### src/rtl/fsk_symbol_sequencer.sv
// Frames bytes UART-style (start, 8 data LSB first, stop) into timed FSK symbols
// and advances the waveform table read index by the per-symbol step every sample clock.
module fsk_symbol_sequencer #(
  parameter int BIT_SAMPLES = 1000,
  parameter int STEP_MARK   = 10,
  parameter int STEP_SPACE  = 5,
  parameter int STEP_IDLE   = 1,
  parameter int CNT_W       = 16
) (
  input  logic       clk,
  input  logic       rst,
  input  logic [7:0] i8_data,
  input  logic       i_data_valid,
  output logic       o_data_ready,
  output logic [5:0] o6_mem_index,
  output logic       o_busy,
  output logic       o_f_change
);

  typedef enum logic [1:0] {IDLE, START, DATA, STOP} state_t;

  localparam logic [CNT_W-1:0] CNT_LAST = CNT_W'(BIT_SAMPLES - 1);
  localparam logic [5:0] INC_MARK  = 6'(STEP_MARK);
  localparam logic [5:0] INC_SPACE = 6'(STEP_SPACE);
  localparam logic [5:0] INC_IDLE  = 6'(STEP_IDLE);

  state_t           state, state_n;
  logic [CNT_W-1:0] cnt, cnt_n;
  logic [2:0]       bit_cnt, bit_cnt_n;
  logic [7:0]       shift, shift_n;
  logic [5:0]       step;
  logic             last, ready_win, xfer;

  assign last         = (cnt == CNT_LAST);
  assign ready_win    = (state == IDLE) || (state == STOP && last);
  assign o_data_ready = !rst && ready_win;
  assign xfer         = i_data_valid && o_data_ready;

  always_comb begin
    state_n   = state;
    cnt_n     = cnt;
    bit_cnt_n = bit_cnt;
    shift_n   = shift;
    step      = INC_IDLE;
    case (state)
      IDLE: begin
        step = INC_IDLE;
        if (xfer) begin
          state_n = START;
          cnt_n   = '0;
          shift_n = i8_data;
        end
      end
      START: begin
        step = INC_SPACE;
        if (last) begin
          state_n   = DATA;
          cnt_n     = '0;
          bit_cnt_n = '0;
        end else begin
          cnt_n = cnt + 1'b1;
        end
      end
      DATA: begin
        step = shift[0] ? INC_MARK : INC_SPACE;
        if (last) begin
          cnt_n   = '0;
          shift_n = {1'b0, shift[7:1]};
          if (bit_cnt == 3'd7) begin
            state_n = STOP;
          end else begin
            bit_cnt_n = bit_cnt + 1'b1;
          end
        end else begin
          cnt_n = cnt + 1'b1;
        end
      end
      STOP: begin
        step = INC_MARK;
        if (last) begin
          cnt_n = '0;
          // A byte offered on the final stop sample starts the next frame with no idle gap
          if (xfer) begin
            state_n = START;
            shift_n = i8_data;
          end else begin
            state_n = IDLE;
          end
        end else begin
          cnt_n = cnt + 1'b1;
        end
      end
      default: begin
        state_n = IDLE;
        cnt_n   = '0;
      end
    endcase
  end

  always_ff @(posedge clk) begin
    if (rst) begin
      state        <= IDLE;
      cnt          <= '0;
      bit_cnt      <= '0;
      shift        <= '0;
      o6_mem_index <= '0;
      o_busy       <= 1'b0;
      o_f_change   <= 1'b0;
    end else begin
      state        <= state_n;
      cnt          <= cnt_n;
      bit_cnt      <= bit_cnt_n;
      shift        <= shift_n;
      o6_mem_index <= o6_mem_index + step;
      o_busy       <= (state_n != IDLE);
      o_f_change   <= (state_n == STOP) || (state_n == DATA && shift_n[0]);
    end
  end

endmodule

### config.mk
export PLATFORM = sky130hd
export DESIGN_NAME = fsk_symbol_sequencer
export DESIGN_NICKNAME = d
export VERILOG_FILES = /design/src/rtl/fsk_symbol_sequencer.sv
export SDC_FILE = /design/constraint.sdc
export NUM_CORES = 1
export LEC_CHECK = 0
export BUFFER_PORTS_ARGS = -buffer_cell sky130_fd_sc_hd__buf_2
export CAP_MARGIN = 10
export CELL_PAD_IN_SITES_DETAIL_PLACEMENT = 1
export CELL_PAD_IN_SITES_GLOBAL_PLACEMENT = 2
export CORE_ASPECT_RATIO = 1.4
export CORE_MARGIN = 1
export CORE_UTILIZATION = 38
export DETAILED_ROUTE_END_ITERATION = 7
export PLACE_DENSITY = 0.84
export SLEW_MARGIN = 20
export SYNTH_ARGS = -nofsm -noshare
export SYNTH_HDL_FRONTEND = slang
export SYNTH_SLANG_ARGS = --single-unit
export TNS_END_PERCENT = 30
### constraint.sdc
create_clock -name clk -period 3.3 [get_ports clk]
set_input_delay 0.165 -clock clk [delete_from_list [all_inputs] [get_ports clk]]
set_output_delay 0.165 -clock clk [all_outputs]
set_load 0.01 [all_outputs]
==> results by stage, run 1 <==
Outcome:
- The run finished with clean final reports.

Floorplan:
- Measured along the y axis, the die boundary spans 88.0 um.
- The initial cell density of the core is 40.5%.
- The floorplan row count is 30.
- The horizontal die dimension is 63.4 um.
- The die area is 5580 um2.
- In this run the standard cell core region covers 4950 um2.
- The number of top-level design ports is 20.

Clocking:
- TritonCTS built the clock tree.
- After clock tree synthesis, the setup repair step added 0 buffers.
- The clock buffer count from CTS is 5.
- After clock tree synthesis, the repair step resized 0 gates.
- For this design, the sink count on the clock tree is 37.
- The count of hold buffers inserted by post-cts repair is 0.
- The cell at the root of the clock tree is sky130_fd_sc_hd__clkbuf_8.
- The CTS clock-pin slew for the worst setup and hold paths is 80 ps.
- Clock latency on the worst-skew pair, taken at its later pin, is 300 ps.
- In this run the number of H-tree levels came out at 2.
- The deepest clock path buffer count is 2.

GRT:
- Global routing finished with a remaining overflow of 0.
- The met1 demand-to-capacity share in global routing is 23.5%.
- The global-route usage over all layers is 19.8%.
- The number of global-route vias before repair is 1874.
- The met3 layer usage reported by global route is 4.17%.
- The pin count of the biggest net entering global routing is 43.
- The fraction of met2 tracks used by global routing is 34.7%.
- The first global-routing pass estimated 8700 um of wire.
- The global-route layer with the greatest usage is met2.
- The number of antenna violations at the first check in global routing is 0.

Routing:
- The detailed router's first-iteration violation count is 89.
- The number of DRC violations after detailed routing is 0.
- After detailed routing, the average wire length per cell comes to 15.6 um.
- The overall routed net length is 5040 um.
- The total vias in the final route is 1848.
- The number of antenna-violating nets in the routed design is 0.
- The length of the first detailed-routing pass in iterations is 4.
- Dividing the detail-routed via count by the number of cells gives 5.72.

Power and ir drop:
- The power spent charging and discharging nets is 0.000246 W.
- The largest voltage drop on the vdd net is 0.153 mV.
- The fraction of power spent switching nets is 23.5%.
- The analysis attributes to cell leakage a power of 0.888 nW.
- Internal power comes to 0.000801 W.
- Combinational cells account for 9.3% of the total power.
- The power density over the cells is 460 nW/um2.
- Of the total power, the clock network draws 45.8%.
- The sequential share of power is 44.9%.

Synthesis:
- The number of synthesized register bits is 37.
- The flip-flop cell with the highest count after synthesis is sky130_fd_sc_hd__dfxtp_1.
- A synthesized cell averages 8.29 um2.
- The total standard cell area after synthesis is 2010 um2.
- The number of warning messages in the yosys log is 0.
- The number of distinct library cells after synthesis is 46.
- Yosys mapped a number of flops with a built-in enable equal to 0.
- Counting flops with an async set or reset pin after synthesis yields a share of 0%.
- The number of nets handed over by synthesis was 261.
- The sequential element share of the synthesized area is 36.9%.
- The number of instances in the synthesized netlist is 242.

Placement:
- The congestion estimate from routability-driven global placement came to 0.759.
- The number of instances in the placed design is 315.
- Once detailed placement completed, the half-perimeter wirelength came to 3510 um.
- The number of buffer cells added on primary ports is 19.
- Before CTS, the worst setup slack after placement is 887 ps.

STA:
- The final cycle utilization of the critical path is 75.5%.
- The total count of hold-check failures in the final report is 0.
- For the final database, setup skew stands at 14.5 ps.
- Measured against its own limit, the worst slew margin works out to 32.7%.
- Final hold analysis gives a worst-case slack of 147 ps.
- After layout, the worst setup slack is 808 ps.
- The count of pins over their slew limit came to 0.
- The final setup violation count is 0.
- The top achievable clock speed is 0.401 GHz.
- Setup total negative slack on the finished layout was measured at 0 ps.
- At the pin with the least slew margin, the transition time is 1010 ps.
- The routed design could run at a clock period as short as 2490 ps.
- Setup repair after global routing left no endpoint under its margin.

Hold path:
- The path category of the worst min-delay check is in2reg.

Run:
- The max-capacitance violation count is 0.

Layout:
- The leading cell type in the layout, fill and taps excluded is sky130_fd_sc_hd__dfxtp_1.
- The number of nets in the layout is 277.
- The library cells used most frequently in the layout, excluding fill and tap cells, are sky130_fd_sc_hd__dfxtp_1 (37), sky130_fd_sc_hd__nand2_1 (26), sky130_fd_sc_hd__nor2_1 (25), sky130_fd_sc_hd__a21oi_1 (20).
- The proportion of layout cells with a drive suffix above 1 is 16.6%.
- The area overhead of the layout relative to synthesis is 13.5%.
- Leaving out filler cells and counting taps, the final layout contains 323.
- The repair_antennas step left the layout with diodes totalling 0.

Setup path:
- The setup slack of the worst register-to-register path is 860 ps.
- The depth of the worst register-to-register path is 5.
- The critical path data required time is 3130 ps.
- By startpoint and endpoint, the worst setup path is classified as reg2out.
- The critical path goes through or4_4 > nor4_1 > nand3_1 > a21oi_1 > buf_2.
- The kind of launch point of the worst setup path is a flop.
- The endpoint of the worst-slack reg-to-reg timing path is shift[7].
- The largest single stage delay on the critical path is 600 ps.
- In this run the worst setup path terminates at o_data_ready.
- The timing startpoint of the critical path is cnt[3].
- Data arrives at the worst endpoint at 2330 ps.
- The worst-path cell with the longest stage delay is sky130_fd_sc_hd__or4_4.
- STA classifies the critical path endpoint as an output port.
- The startpoint identified for the worst register-to-register timing path is cnt[3].
- Along the worst path, the maximum fanout reaches 7.
Yosys cell counts (2+ instances only):
cell | number | area (um2)
sky130_fd_sc_hd__nor3_1 | 4 | 20.0
sky130_fd_sc_hd__clkbuf_1 | 7 | 26.3
sky130_fd_sc_hd__a21o_1 | 2 | 15.0
sky130_fd_sc_hd__nor4_1 | 2 | 12.5
sky130_fd_sc_hd__nor2b_1 | 7 | 43.8
sky130_fd_sc_hd__o21ai_0 | 10 | 50.1
sky130_fd_sc_hd__nand3_1 | 19 | 95.1
sky130_fd_sc_hd__nand2b_1 | 3 | 18.8
sky130_fd_sc_hd__mux2_2 | 2 | 22.5
sky130_fd_sc_hd__a311oi_1 | 10 | 87.6
sky130_fd_sc_hd__buf_2 | 3 | 15.0
sky130_fd_sc_hd__dfxtp_1 | 37 | 741
sky130_fd_sc_hd__inv_1 | 4 | 15.0
sky130_fd_sc_hd__nand2_1 | 26 | 97.6
sky130_fd_sc_hd__or4_4 | 2 | 22.5
sky130_fd_sc_hd__a41oi_1 | 3 | 26.3
sky130_fd_sc_hd__and3_1 | 9 | 56.3
sky130_fd_sc_hd__a31oi_1 | 9 | 56.3
sky130_fd_sc_hd__a21oi_1 | 20 | 100
sky130_fd_sc_hd__xor2_1 | 3 | 26.3
sky130_fd_sc_hd__a211oi_1 | 3 | 22.5
sky130_fd_sc_hd__a222oi_1 | 2 | 20.0
sky130_fd_sc_hd__a31o_2 | 2 | 17.5
sky130_fd_sc_hd__ha_1 | 7 | 87.6
sky130_fd_sc_hd__nor2_1 | 25 | 93.8
how the worst min path moves through the flow:
stage                     startpoint        to  slack, ps  depth (start not counted)
after CTS                 i8_data[7]  shift[7]        140                          3
after global routing      i8_data[7]  shift[7]        160                          3
after detailed placement  i8_data[7]  shift[7]        440                          3
after global placement    i8_data[7]  shift[7]        430                          3
final                     i8_data[7]  shift[7]        150                          3
after floorplan           i8_data[7]  shift[7]        310                          2
per-stage QoR:
step                utilization [%]  cell area, um2  total power [W]
finish                         46.0            2280          0.00105
global route                   46.0            2280          0.00110
CTS                            46.0            2280          0.00107
detailed placement             43.2            2140         0.000579
global placement               43.2            2140         0.000577
floorplan                         -            2010         0.000544
power groups by stage:
stage | sequential, W | combinational (W) | clock [W]
after floorplan | 0.000479 | 0.0000646 | 0
final | 0.000470 | 0.0000978 | 0.000479
after global placement | 0.000480 | 0.0000968 | 0
after global routing | 0.000472 | 0.000110 | 0.000520
after CTS | 0.000470 | 0.0000994 | 0.000499
after detailed placement | 0.000481 | 0.0000988 | 0
kinds of logic after synthesis:
kind of cell               count (synthesis)  share of synthesized area (%)
AOI/OAI and AO/OA                         65                           22.4
xor gates and xnor gates                   3                           1.31
adders and majority gates                  8                           5.36
buffers and inverters                     16                           3.55
DFF                                       37                           36.9
muxes                                      3                           1.62
and+or+nand+nor                          110                           28.8
critical path: cells and delay by family, from the launching register on:
family,cells,cell delay (ps)
AND/OR/NAND/NOR,3,1310
AO/OA/AOI/OAI,1,200
flip-flops,1,370
buffers and inverters,1,160
sequential cells by signal, summed over array words and instances (netlist names):
| register | flops |
|---|---|
| cnt | 16 |
| shift | 8 |
| o6_mem_index | 6 |
| bit_cnt | 3 |
| state | 2 |
| o_busy | 1 |
| o_f_change | 1 |
layout make-up:
type | count | area, um2
clock buffers | 5 | 68.8
clock inverters | 3 | 68.8
fillers | 637 | 2680
inverters | 4 | 15.0
multi-input cells | 189 | 1190
flip-flops and latches | 37 | 741
well taps | 64 | 80.1
repair buffers | 21 | 110
per-layer routing:
| layer | share of wire (%) | up-vias | wire, um |
|---|---|---|---|
| met4 | 0.85 | 0 | 43 |
| met5 | 0 | - | 0 |
| met2 | 50 | 15 | 2550 |
| met3 | 2.1 | 5 | 106 |
| met1 | 47 | 900 | 2340 |
| li1 | - | 928 | - |
No activity file was read; power rests on OpenSTA's default activity.
==> run 2: changes to the inputs <==
--- a/config.mk
+++ b/config.mk
@@ -5,15 +5,16 @@
 export SDC_FILE = /design/constraint.sdc
 export NUM_CORES = 1
 export LEC_CHECK = 0
+export ABC_AREA = 1
 export BUFFER_PORTS_ARGS = -buffer_cell sky130_fd_sc_hd__buf_2
 export CAP_MARGIN = 10
 export CELL_PAD_IN_SITES_DETAIL_PLACEMENT = 1
 export CELL_PAD_IN_SITES_GLOBAL_PLACEMENT = 2
 export CORE_ASPECT_RATIO = 1.4
 export CORE_MARGIN = 1
-export CORE_UTILIZATION = 38
+export CORE_UTILIZATION = 30
 export DETAILED_ROUTE_END_ITERATION = 7
-export PLACE_DENSITY = 0.84
+export PLACE_DENSITY = 0.75
 export SLEW_MARGIN = 20
 export SYNTH_ARGS = -nofsm -noshare
 export SYNTH_HDL_FRONTEND = slang
==> constraint.sdc (replaced) <==
create_clock -name clk -period 2.1 [get_ports clk]
set_input_delay 0.105 -clock clk [delete_from_list [all_inputs] [get_ports clk]]
set_output_delay 0.105 -clock clk [all_outputs]
set_load 0.01 [all_outputs]
==> results by stage, run 2 <==
Layout:
- The count of non-filler cells in the finished layout is 386.
- 0 antenna diodes ended up in the layout.
- In the layout the commonest cells are sky130_fd_sc_hd__nand2_1 (65), sky130_fd_sc_hd__dfxtp_1 (37), sky130_fd_sc_hd__inv_1 (33), sky130_fd_sc_hd__a21oi_1 (29), sky130_fd_sc_hd__nor2_1 (26).
- The register containing the most flip-flops in the final layout is cnt.
- The register with the most flip-flops in the layout has 16 of them.
- For this run, the post-layout net count is 331.
- Cells fill 35.5% of the core in the end.
- The largest registers in the layout are cnt: 16 flops, shift: 8 flops, o6_mem_index: 6 flops.
- The area overhead of the layout relative to synthesis is 14.6%.
- The proportion of layout cells with a drive suffix above 1 is 17.9%.
- The leading cell type in the layout, fill and taps excluded is sky130_fd_sc_hd__nand2_1.

Clocking:
- The deepest clock path buffer count is 2.
- After clock tree synthesis, the clock-pin slew on the worst setup and hold paths is 80 ps.
- The H-tree was split into 2 levels.
- Counting the buffers created by CTS gives 5.
- The number of sinks driven by the clock tree is 37.
- For the worst-skew pair, the clock arrives at the later sink with an insertion delay of 290 ps.
- The cell at the root of the clock tree is sky130_fd_sc_hd__clkbuf_8.
- In this run, post-CTS repair resized a total of 0 instances.
- The count of hold buffers inserted by post-cts repair is 0.
- After clock tree synthesis, the setup repair step added 0 buffers.
- The TritonCTS clock tree is built.

Synthesis:
- In the synthesized netlist the async set-or-reset flop fraction comes to 0%.
- The number of synthesized register bits is 37.
- The post-synth net total is 306.
- The number of warning messages in the yosys log is 0.
- After synthesis, the most frequently instantiated cells are sky130_fd_sc_hd__nand2_1 (65), sky130_fd_sc_hd__dfxtp_1 (37), sky130_fd_sc_hd__inv_1 (33), sky130_fd_sc_hd__a21oi_1 (30), sky130_fd_sc_hd__nor2_1 (26).
- Ranked by total cell area, the synthesized netlist is headed by sky130_fd_sc_hd__dfxtp_1 (36%), sky130_fd_sc_hd__nand2_1 (12%), sky130_fd_sc_hd__a21oi_1 (7.4%), sky130_fd_sc_hd__inv_1 (6.1%), sky130_fd_sc_hd__nor2_1 (4.8%).
- The number of instances in the synthesized netlist is 287.
- The largest area contributor in the netlist is sky130_fd_sc_hd__dfxtp_1.
- The portion of synthesized cell area occupied by the leading cell type is 36.4%.
- Yosys mapped the design onto 36 distinct sky130hd cell types.
- The library cell with the highest instance count after synthesis is sky130_fd_sc_hd__nand2_1.
- After synthesis the cells add up to 2030 um2.
- The sequential element share of the synthesized area is 36.4%.
- The flip-flop cell with the highest count after synthesis is sky130_fd_sc_hd__dfxtp_1.
- The average cell area after synthesis is 7.08 um2.
- The count of flip-flops with a built-in enable after synthesis is 0.

Power and ir drop:
- For this design the static power due to leakage is 0.948 nW.
- The internal power of the cells totals 0.00104 W.
- The logic gate share of total power is 11.3%.
- The largest voltage drop on the vdd net is 0.304 mV.
- The fraction of power spent switching nets is 27.0%.
- The analysis attributes to net switching a power of 0.000384 W.
- The power density over the cells is 609 nW/um2.
- The overall power of the completed layout is 0.00142 W.
- The sequential share of power is 51.8%.
- In this run, the clock network consumes 37.0% of the power.

STA:
- The final setup skew is 5.94 ps.
- After routing, the total negative slack on setup checks comes to 0 ps.
- The total count of hold-check failures in the final report is 0.
- At the pin with the least slew margin, the transition time is 332 ps.
- Setup repair after global routing left no endpoint under its margin.
- For the finished layout, the period the worst path requires is 1900 ps.
- The worst-case headroom to the max-slew limit is 77.8%.
- The final setup violation count is 0.
- For this run, the top clock speed supported by timing is 0.527 GHz.
- The worst path uses 90.4% of the clock period.
- On the final layout, the worst hold slack is 64.7 ps.
- The count of pins over their slew limit is 0.

Floorplan:
- The die extent in y is 99.4 um.
- The die covers 7110 um2.
- The floorplan step set the die width to 71.6 um.
- During I/O placement, the number of pins put on the boundary was 20.
- The placeable core region is 6570 um2.
- The initial cell density of the core is 31.0%.
- The floorplan row count is 35.

Routing:
- The wire length per cell is 13.9 um.
- The overall routed net length is 5380 um.
- Once detail routing completed, the nets flagged for antenna violations numbered 0.
- The detailed router's first-iteration violation count is 39.
- The detailed-route vias per instance is 4.97.
- For this run, the detailed router's first-pass iteration total came to 4.
- After detailed routing, the number of remaining DRC violations is 0.
- The total vias in the final route is 1917.

Placement:
- The number of instances in the placed design is 379.
- The routability congestion estimate from global placement is 0.772.
- Buffers placed on the I/O ports in this run total 19.
- The detailed placement HPWL is 4050 um.

Run:
- The max-capacitance violation count is 0.

Setup path:
- The cell depth of the worst setup path is 10.
- The number of buffers and inverters on the critical path is 2.
- In this design, the critical path's most frequently occurring cell is sky130_fd_sc_hd__nand2_1.
- The critical path in this run is classified as reg2reg.
- The worst-path maximum fanout is 4.
- Walking the worst path, the cells encountered are ha_1 > nand2_2 > inv_2 > nand2_1 > nor4_4 > nand3_1 > nand2_1 > inv_1 > o21ai_0 > a21oi_1.
- The largest individual stage delay along the critical path comes from the cell sky130_fd_sc_hd__dfxtp_1.
- The nature of the critical path endpoint is a flop.
- The critical path data required time is 2270 ps.
- For the worst flop-to-flop path, the logic depth is 10.
- The signal arrival time at the worst endpoint is 2070 ps.
- On the worst path, the slowest cell contributes a delay of 380 ps.
- The cell class contributing the biggest share of worst-path delay is simple AND/OR/NAND/NOR gates.
- The kind of launch point of the worst setup path is a flop.

GRT:
- The pin count of the biggest net entering global routing is 27.
- The total overflow left after global routing is 0.
- For this run, the total global-route usage over all layers was measured as 16.5%.
- The first-pass GRT wire length is 9090 um.
- The number of antenna violations at the first check in global routing is 0.
- The number of global-route vias before repair is 1989.

Hold path:
- The worst hold path depth is 3.
- The worst hold path belongs to the class in2reg.

Outcome:
- The run finished with clean final reports.
==> run 2: worst min-delay path, stage by stage <==
cell and delay, ps:
sky130_fd_sc_hd__buf_2 100, sky130_fd_sc_hd__nand2_1 50, sky130_fd_sc_hd__a21oi_1 60
==> run 2: worst paths after layout <==
check / endpoint / start / slack (ps)
max reg2reg: o_f_change / cnt[0] / 200
min reg2reg: o6_mem_index[5] / o6_mem_index[5] / 460
min: shift[7] / i8_data[7] / 60
max: o_f_change / cnt[0] / 200
==> run 2: stage by stage <==
| stage | instance area, um2 | worst slack [ps] |
|---|---|---|
| final | 2330 | 202 |
| after global routing | 2330 | 19.8 |
| after CTS | 2310 | 57.3 |
| after detailed placement | 2230 | 85.6 |
| after global placement | 2230 | 183 |
| after floorplan | 2030 | 317 |
==> run 2: cell families after synthesis <==
group | count (synthesis) | share of synthesized area [%]
compound gates | 65 | 18.5
fa+ha+maj | 8 | 5.29
buf+inv | 46 | 9.05
flops | 37 | 36.4
simple gates | 131 | 30.8
==> run 2: power by group through the flow <==
| stage | Sequential, W | Clock (W) | Combinational [W] |
|---|---|---|---|
| after floorplan | 0.000753 | 0 | 0.000106 |
| after global placement | 0.000751 | 0 | 0.000159 |
| after detailed placement | 0.000751 | 0 | 0.000162 |
| after CTS | 0.000735 | 0.000550 | 0.000163 |
| after global routing | 0.000738 | 0.000569 | 0.000180 |
| final | 0.000735 | 0.000524 | 0.000160 |
==> run 2: per-layer routing <==
layer / GRT usage [%] / wire, um / share of wire [%] / vias up
li1: - / - / - / 995
met1: 17.9 / 2390 / 44 / 902
met2: 31.6 / 2810 / 52 / 14
met3: 2.43 / 78 / 1.5 / 6
met4: 6.33 / 94 / 1.7 / 0
met5: 0 / 0 / 0 / -
==> run 2: final cells by class <==
cell class / count / area [um2]
fillers: 843 / 4240
well taps: 74 / 92.6
flip-flops and latches: 37 / 741
clock buffers: 7 / 86.3
repair buffers: 24 / 133
inverters: 40 / 153
multi-input cells: 204 / 1120
